### config.mk
export PLATFORM = sky130hd
export DESIGN_NAME = piso_shift_reg_4bit
export DESIGN_NICKNAME = d
export VERILOG_FILES = /design/src/rtl/piso_shift_reg_4bit_pkg.sv /design/src/rtl/piso_shift_reg_4bit_bit_counter.sv /design/src/rtl/piso_shift_reg_4bit.sv
export SDC_FILE = /design/constraint.sdc
export NUM_CORES = 1
export LEC_CHECK = 0
export ABC_AREA = 0
export CAP_MARGIN = 10
export CORE_AREA = 2 2 39 41
export DETAILED_ROUTE_END_ITERATION = 6
export DIE_AREA = 0 0 41 43
export GPL_TIMING_DRIVEN = 0
export PLACE_DENSITY = 0.65
export SETUP_SLACK_MARGIN = 0.02
export SLEW_MARGIN = 20
export SYNTH_ARGS = -nofsm -noshare
export SYNTH_HDL_FRONTEND = slang
export SYNTH_SLANG_ARGS = --single-unit
### constraint.sdc
create_clock -name clk -period 2.1 [get_ports clk]
set_input_delay 0.42 -clock clk [delete_from_list [all_inputs] [get_ports clk]]
set_output_delay 0.42 -clock clk [all_outputs]
set_load 0.02 [all_outputs]
### src/rtl/piso_shift_reg_4bit_pkg.sv
//------------------------------------------------------------------------------
// Module  : piso_shift_reg_4bit_pkg
// Brief   : Shared state encodings and default word width for the PISO/SIPO pair.
// Rev     : 1.0  initial release
//------------------------------------------------------------------------------
`default_nettype none

package piso_shift_reg_4bit_pkg;

    localparam int SR_WIDTH = 4;

    typedef enum logic [1:0] {
        ST_IDLE   = 2'd0,
        ST_SHIFT  = 2'd1,
        ST_PARITY = 2'd2
    } state_e;

endpackage

`default_nettype wire

### src/rtl/piso_shift_reg_4bit_bit_counter.sv
//------------------------------------------------------------------------------
// Module  : bit_counter
// Brief   : Bit index counter with sync active-low clear, load-to-zero, enable
//           and terminal count at WIDTH-1 (wraps to zero on the next count).
// Rev     : 1.0  initial release
//------------------------------------------------------------------------------
`default_nettype none

module bit_counter #(
    parameter int WIDTH = 4
) (
    input  logic clk,
    input  logic clr_n,
    input  logic en,
    input  logic load_zero,
    output logic tc
);

    localparam int CW = $clog2(WIDTH) + 1;
    localparam logic [CW-1:0] LAST_IDX = CW'(WIDTH - 1);

    logic [CW-1:0] cnt_q;
    logic [CW-1:0] cnt_d;

    assign tc = (cnt_q == LAST_IDX);

    always_comb begin
        cnt_d = cnt_q;
        if (load_zero) begin
            cnt_d = '0;
        end else if (en) begin
            cnt_d = tc ? '0 : cnt_q + 1'b1;
        end
    end

    always_ff @(posedge clk) begin
        if (!clr_n) begin
            cnt_q <= '0;
        end else begin
            cnt_q <= cnt_d;
        end
    end

endmodule

`default_nettype wire

### src/rtl/piso_shift_reg_4bit.sv
//------------------------------------------------------------------------------
// Module  : piso_shift_reg_4bit
// Brief   : Parallel-in serial-out shift register with valid/ready load and
//           bit-valid / last-bit markers. Optional trailing even-parity bit
//           when the macro PISO_PARITY_EN is defined.
// Rev     : 1.0  initial release
//------------------------------------------------------------------------------
`default_nettype none

module piso_shift_reg_4bit
    import piso_shift_reg_4bit_pkg::*;
#(
    parameter int WIDTH     = SR_WIDTH,
    parameter bit MSB_FIRST = 1'b1
) (
    input  logic             clk,
    input  logic             clr_n,
    input  logic [WIDTH-1:0] par_in,
    input  logic             load_valid,
    output logic             load_ready,
    input  logic             ser_en,
    output logic             ser_out,
    output logic             ser_valid,
    output logic             ser_last,
    output logic             busy
);

    state_e           state_q;
    state_e           state_d;
    logic [WIDTH-1:0] shreg_q;
    logic [WIDTH-1:0] shreg_d;
    logic [WIDTH-1:0] shreg_shifted;
    logic             shreg_head;
    logic             cnt_tc;
    logic             in_shift;
    logic             shift_en;
    logic             accept;

    generate
        if (MSB_FIRST) begin : g_msb_first
            assign shreg_head    = shreg_q[WIDTH-1];
            assign shreg_shifted = {shreg_q[WIDTH-2:0], 1'b0};
        end else begin : g_lsb_first
            assign shreg_head    = shreg_q[0];
            assign shreg_shifted = {1'b0, shreg_q[WIDTH-1:1]};
        end
    endgenerate

    assign in_shift  = (state_q == ST_SHIFT);
    assign shift_en  = in_shift && ser_en;
    assign accept    = load_valid && load_ready;
    assign busy      = (state_q != ST_IDLE);
    assign ser_valid = busy;

`ifdef PISO_PARITY_EN
    logic par_q;
    logic par_d;

    // Parity is latched at acceptance so the shifted-out register is not needed later.
    assign par_d      = accept ? ^par_in : par_q;
    assign ser_last   = (state_q == ST_PARITY);
    assign load_ready = (state_q == ST_IDLE);
    assign ser_out    = in_shift ? shreg_head : (ser_last ? par_q : 1'b0);

    always_ff @(posedge clk) begin
        if (!clr_n) begin
            par_q <= 1'b0;
        end else begin
            par_q <= par_d;
        end
    end
`else
    assign ser_last   = in_shift && cnt_tc;
    // Accepting during the final enabled bit gives gap-free back-to-back frames.
    assign load_ready = (state_q == ST_IDLE) || (shift_en && ser_last);
    assign ser_out    = in_shift ? shreg_head : 1'b0;
`endif

    always_comb begin
        state_d = state_q;
        shreg_d = shreg_q;
        case (state_q)
            ST_IDLE: begin
                if (accept) begin
                    state_d = ST_SHIFT;
                end
            end
            ST_SHIFT: begin
                if (ser_en && cnt_tc) begin
`ifdef PISO_PARITY_EN
                    state_d = ST_PARITY;
`else
                    state_d = accept ? ST_SHIFT : ST_IDLE;
`endif
                end
            end
`ifdef PISO_PARITY_EN
            ST_PARITY: begin
                if (ser_en) begin
                    state_d = ST_IDLE;
                end
            end
`endif
            default: state_d = ST_IDLE;
        endcase

        if (accept) begin
            shreg_d = par_in;
        end else if (shift_en) begin
            shreg_d = shreg_shifted;
        end
    end

    always_ff @(posedge clk) begin
        if (!clr_n) begin
            state_q <= ST_IDLE;
            shreg_q <= '0;
        end else begin
            state_q <= state_d;
            shreg_q <= shreg_d;
        end
    end

    bit_counter #(
        .WIDTH (WIDTH)
    ) u_bit_counter (
        .clk       (clk),
        .clr_n     (clr_n),
        .en        (shift_en),
        .load_zero (accept),
        .tc        (cnt_tc)
    );

endmodule

`default_nettype wire

After elaboration in Yosys (flattened, before gate mapping)
Index checks and enable logic that the tools add are counted.
Widths: inputs -> output; s select.
- $add $sub $neg: 1
- equal/unequal tests: 4
- mux-type cells: 8
- bitwise operators: 1
- reduce and logical (&&, ||, !) cells: 11
- operator list (operator ; count):
    $mux 4 ; 2
    $logic_and 1x1->1 ; 5
    $mux 2 ; 2
    $pmux 2 s2 ; 1
    $reduce_bool 2->1 ; 2
    $add 3x1->3 const B ; 1
    $eq 3x2->1 const B ; 1
    $mux 3 ; 1
    $eq 2x1->1 const B ; 1
    $logic_not 2->1 ; 1
    $mux 1 ; 2
    $ne 2x1->1 const B ; 1
    $ne 2x2->1 const B ; 1
    $reduce_and 2->1 ; 1
    $reduce_or 2->1 ; 1
    $logic_or 1x1->1 ; 1
    $not 1->1 ; 1
- register bits after elaboration: 9
- input bits: 8
- output and inout bits: 5
- word-level logic and storage cells: 28

Longest topological paths before layout
- depth after elaboration: 8
- mapped depth: 5
- mapped depth without buffers: 5

Cells and area by module
From an unflattened synthesis, not the netlist that was laid out.
- cells, all modules: 50
- area total of the unflattened synthesis: 473.0 um2
- modules (own cells, without submodules) (module ; times used ; cells an instance ; area an instance (um2) ; seq. area each (um2)):
    piso_shift_reg_4bit ; 1 ; 36 ; 339.1 ; 100.1
    bit_counter ; 1 ; 14 ; 133.9 ; 60.1

Worst setup path after synthesis
No wires, ideal clock.
- kind: register -> output
- start: reg state_q[0]
- end: out ser_out
- arrival: 1001 ps
- required time: 1680 ps
- setup slack: 679 ps
- stages on the path, launching flop included: 3
- buffers on the path: 1
- path through: dfxtp_1 buf_2 and2_1
- word-level cells in the longest chain between the ends: 2
- ends and longest elaborated chain (item ; line ; source):
    from (decl) ; piso_shift_reg_4bit.sv:28 ; state_e state_q;
    from (signal assigned) ; piso_shift_reg_4bit.sv:119 ; state_q <= state_d;
    $eq 2x1->1 ; piso_shift_reg_4bit.sv:49 ; assign in_shift = (state_q == ST_SHIFT);
    $mux 1 ; piso_shift_reg_4bit.sv:76 ; assign ser_out = in_shift ? shreg_head : 1'b0;
    to (decl) ; piso_shift_reg_4bit.sv:22 ; output logic ser_out,
No other way between the ends.

Final worst setup path
- start: reg u_bit_counter.cnt_q[0]
- end: out load_ready
- word-level cells in the longest chain between the ends: 4
- ends and longest elaborated chain (item ; line ; source):
    from (decl) ; piso_shift_reg_4bit_bit_counter.sv:22 ; logic [CW-1:0] cnt_q;
    from (signal assigned) ; piso_shift_reg_4bit_bit_counter.sv:40 ; cnt_q <= cnt_d;
    $eq 3x2->1 ; piso_shift_reg_4bit_bit_counter.sv:25 ; assign tc = (cnt_q == LAST_IDX);
    $logic_and 1x1->1 ; piso_shift_reg_4bit.sv:73 ; assign ser_last = in_shift && cnt_tc;
    $logic_and 1x1->1 ; piso_shift_reg_4bit.sv:75 ; assign load_ready = (state_q == ST_IDLE) || (shift_en && ser_last);
    $logic_or 1x1->1 ; piso_shift_reg_4bit.sv:75 ;
    to (decl) ; piso_shift_reg_4bit.sv:20 ; output logic load_ready,
No other way between the ends.

==> flow_metrics.tcl <==
set metrics [dict create \
    dieHeight_um 43 \
    sequentialPowerShare_pct 46.1 \
    finalSetupTns_ns 0 \
    place_ws_ns 0.1291 \
    drt-initial-drc-count 7 \
    cts_buffers 3 \
    finalSetupViolCount 0 \
    max_stage_delay_ns 0.37 \
    max_freq_mhz 511.7 \
    clk_pin_slew_ns 0.06 \
    drc 0 \
    post_dp_cell_area_um2 599.3 \
    vias 415 \
    placeableCoreArea_um2 1384 \
    num-fill-cells 145 \
    ys_seq_area_share_pct 33.42 \
    cp.arrival_ns 1.53 \
    via_per_inst 5.253 \
    synth_common_cells "dfxtp_1, nor2b_1, nor2_1" \
    gp_congestion 0.6692 \
    fin_skew_ns 0.0006632 \
    ys.flop_type "dfxtp_1" \
    areaGrowthSynthToFinish_pct 30.55 \
    critPathSlowestCell "dfxtp_1" \
    cts_tree "built" \
    path_cells "ha_1, nor2b_4, a21bo_2, clkdlybuf4s15_1" \
    peakVddDrop_uv 275.3 \
    ys_top_cells_by_area "dfxtp_1, a211oi_2, nor2b_1" \
    clockRootBuffer "clkbuf_4" \
    worst_pin_slew_ns 0.3048 \
    worst_setup_path_end_kind "primary output" \
    wirelength_um 983 \
    clkPwrFrac_pct 32.3 \
    fin_crit_ns 1.954 \
    cts_sinks 8 \
    yosys.cell_count.top_type "dfxtp_1" \
    synth-edff-count 0 \
    critPathKind "flip-flop to primary output" \
    hp-class "input pin to flip-flop" \
    synth_area_per_cell_um2 9.584 \
    finalInstanceArea_um2 625.6 \
    p_comb_share_pct 21.6 \
    leakage_nw 0.2656 \
    synth_largest_area_cell "dfxtp_1" \
    nNetsFinal 74 \
    wl_per_cell_um 12.44 \
    grt_usage_pct 13.77 \
    grt-ovfl-total 0 \
    rsz0062_at_grt "false" \
    synth_area_um2 479.2 \
    hold_ws_ns 0.4129 \
    p_int_mw 0.2677 \
    first_pass_iters 3 \
    htreeDepth 1 \
    startpoint_type "flip-flop" \
    ctsHoldBuffers 0 \
    grt_max_degree 11 \
    grt_pass1_vias 390 \
    clk_latency_ns 0.25 \
    slew_violations 0 \
    maxCapViolCount 0 \
    fp-row-count 14 \
    fin_crit_sh_pct 93.07 \
    hpwl_um 721.2 \
    grt_pass1_wl_um 1649 \
    diodes 0 \
    start_util_pct 34.63 \
    port_buffers 10 \
    synth_top_area_share_pct 33.42 \
    powerDensity_nw_per_um2 581.6 \
    ant_nets 0 \
    yosys_warnings 0 \
    ios 13 \
    critPathMaxFanout 5 \
    drive_gt1_share_pct 23.81 \
    dieArea_um2 1763 \
    synth_seq_cells 8 \
    synth.distinct_cells 27 \
    async_flop_share_pct 0 \
    die-width_um 41 \
    clockBufferDepth 2 \
    finalHoldViolCount 0 \
    synth_nets 59 \
    final_util_pct 45.21 \
    p_sw_mw 0.09616 \
    fin_ws_ns 0.1456 \
    worst-endpoint-required_ns 1.68 \
    swShare_pct 26.43 \
    max-slew-margin-rel_pct 79.62 \
    netlist_instances 50 \
    status "finished, final reports clean" \
    antenna_found_initial 0 \
]
## state kept, by name, summed over array words and instances (netlist names)
name                 count
shreg_q                  4
u_bit_counter.cnt_q      3
state_q                  1
## cells by family (layout without fill, tap and decap cells)
| family | count (synthesis) | count (layout) | synth area share [%] |
|---|---|---|---|
| adder cells (fa/ha/maj) | 1 | 1 | 2.611 |
| AND/OR/NAND/NOR | 19 | 19 | 25.07 |
| buffers and inverters | 6 | 19 | 8.092 |
| AO/OA/AOI/OAI | 16 | 16 | 30.80 |
| flip-flops | 8 | 8 | 33.42 |
## repair_timing
| item | CTS | global route |
|---|---|---|
| endpoints found under the setup margin | 3 | 2 |
| resized for setup | 3 | 2 |
| buffers inserted | 0 | 0 |
| cloned | 0 | 0 |
## critical path: cells and delay by family, from the launching register on
| kind | cells | cell delay, ns |
|---|---|---|
| adders and majority gates | 1 | 0.21 |
| and+or+nand+nor | 1 | 0.22 |
| DFF | 1 | 0.37 |
| AOI/OAI and AO/OA | 1 | 0.19 |
| buffers and inverters | 1 | 0.30 |
## worst paths after layout
check / start / end / depth (start not counted) / slack (ns)
max: u_bit_counter.cnt_q[0] / load_ready / 4 / 0.15
min: ser_en / u_bit_counter.cnt_q[2] / 2 / 0.41
max reg2reg: u_bit_counter.cnt_q[0] / shreg_q[2] / 5 / 0.71
min reg2reg: u_bit_counter.cnt_q[2] / u_bit_counter.cnt_q[2] / 2 / 0.48
## layout by cell type, fill, tap and decap left out, drive strengths merged
cell type,n
inv,2
nand3,2
nand3b,1
a21bo,1
a31oi,2
a32oi,2
clkdlybuf4s15,1
dfxtp,8
dlygate4sd2,1
nor2,3
a211oi,4
nor3b,1
nor2b,5
clkbuf,3
nand2b,1
and2,3
ha,1
a21o,1
nand2,3
a21boi,2
clkdlybuf4s50,7
buf,4
dlymetal6s2s,1
o221ai,3
o21ai,1
## metrics by stage
step                total power, mW  instances
floorplan                    0.2204         50
global placement             0.2488         76
detailed placement           0.2501         76
CTS                          0.3716         79
global route                 0.3871         79
finish                       0.3638         79
## layer usage
metal / GRT usage, % / part of all wire (%) / vias up
met4: 8.000 / 1.4 / 0
li1: - / - / 212
met5: 0 / 0 / -
met2: 20.63 / 49 / 7
met1: 17.10 / 46 / 194
met3: 3.141 / 3.3 / 2
## area by class of cell
cell class | instances | area, um2 | share of cell area, %
Tap cell | 16 | 20.02 | 3.200
Clock buffer | 3 | 22.52 | 3.600
Multi-Input combinational cell | 36 | 280.3 | 44.80
Inverter | 2 | 7.507 | 1.200
Sequential cell | 8 | 160.2 | 25.60
Buffer | 4 | 33.78 | 5.400
Timing Repair Buffer | 10 | 101.3 | 16.20
## power groups by stage
stage,combinational [mW],sequential (mW),clock [mW]
after global placement,0.0780,0.171,0
after floorplan,0.0491,0.171,0
final,0.0786,0.168,0.118
after CTS,0.0791,0.168,0.125
after detailed placement,0.0791,0.171,0
after global routing,0.0865,0.169,0.132
No activity file was read; power rests on OpenSTA's default activity.
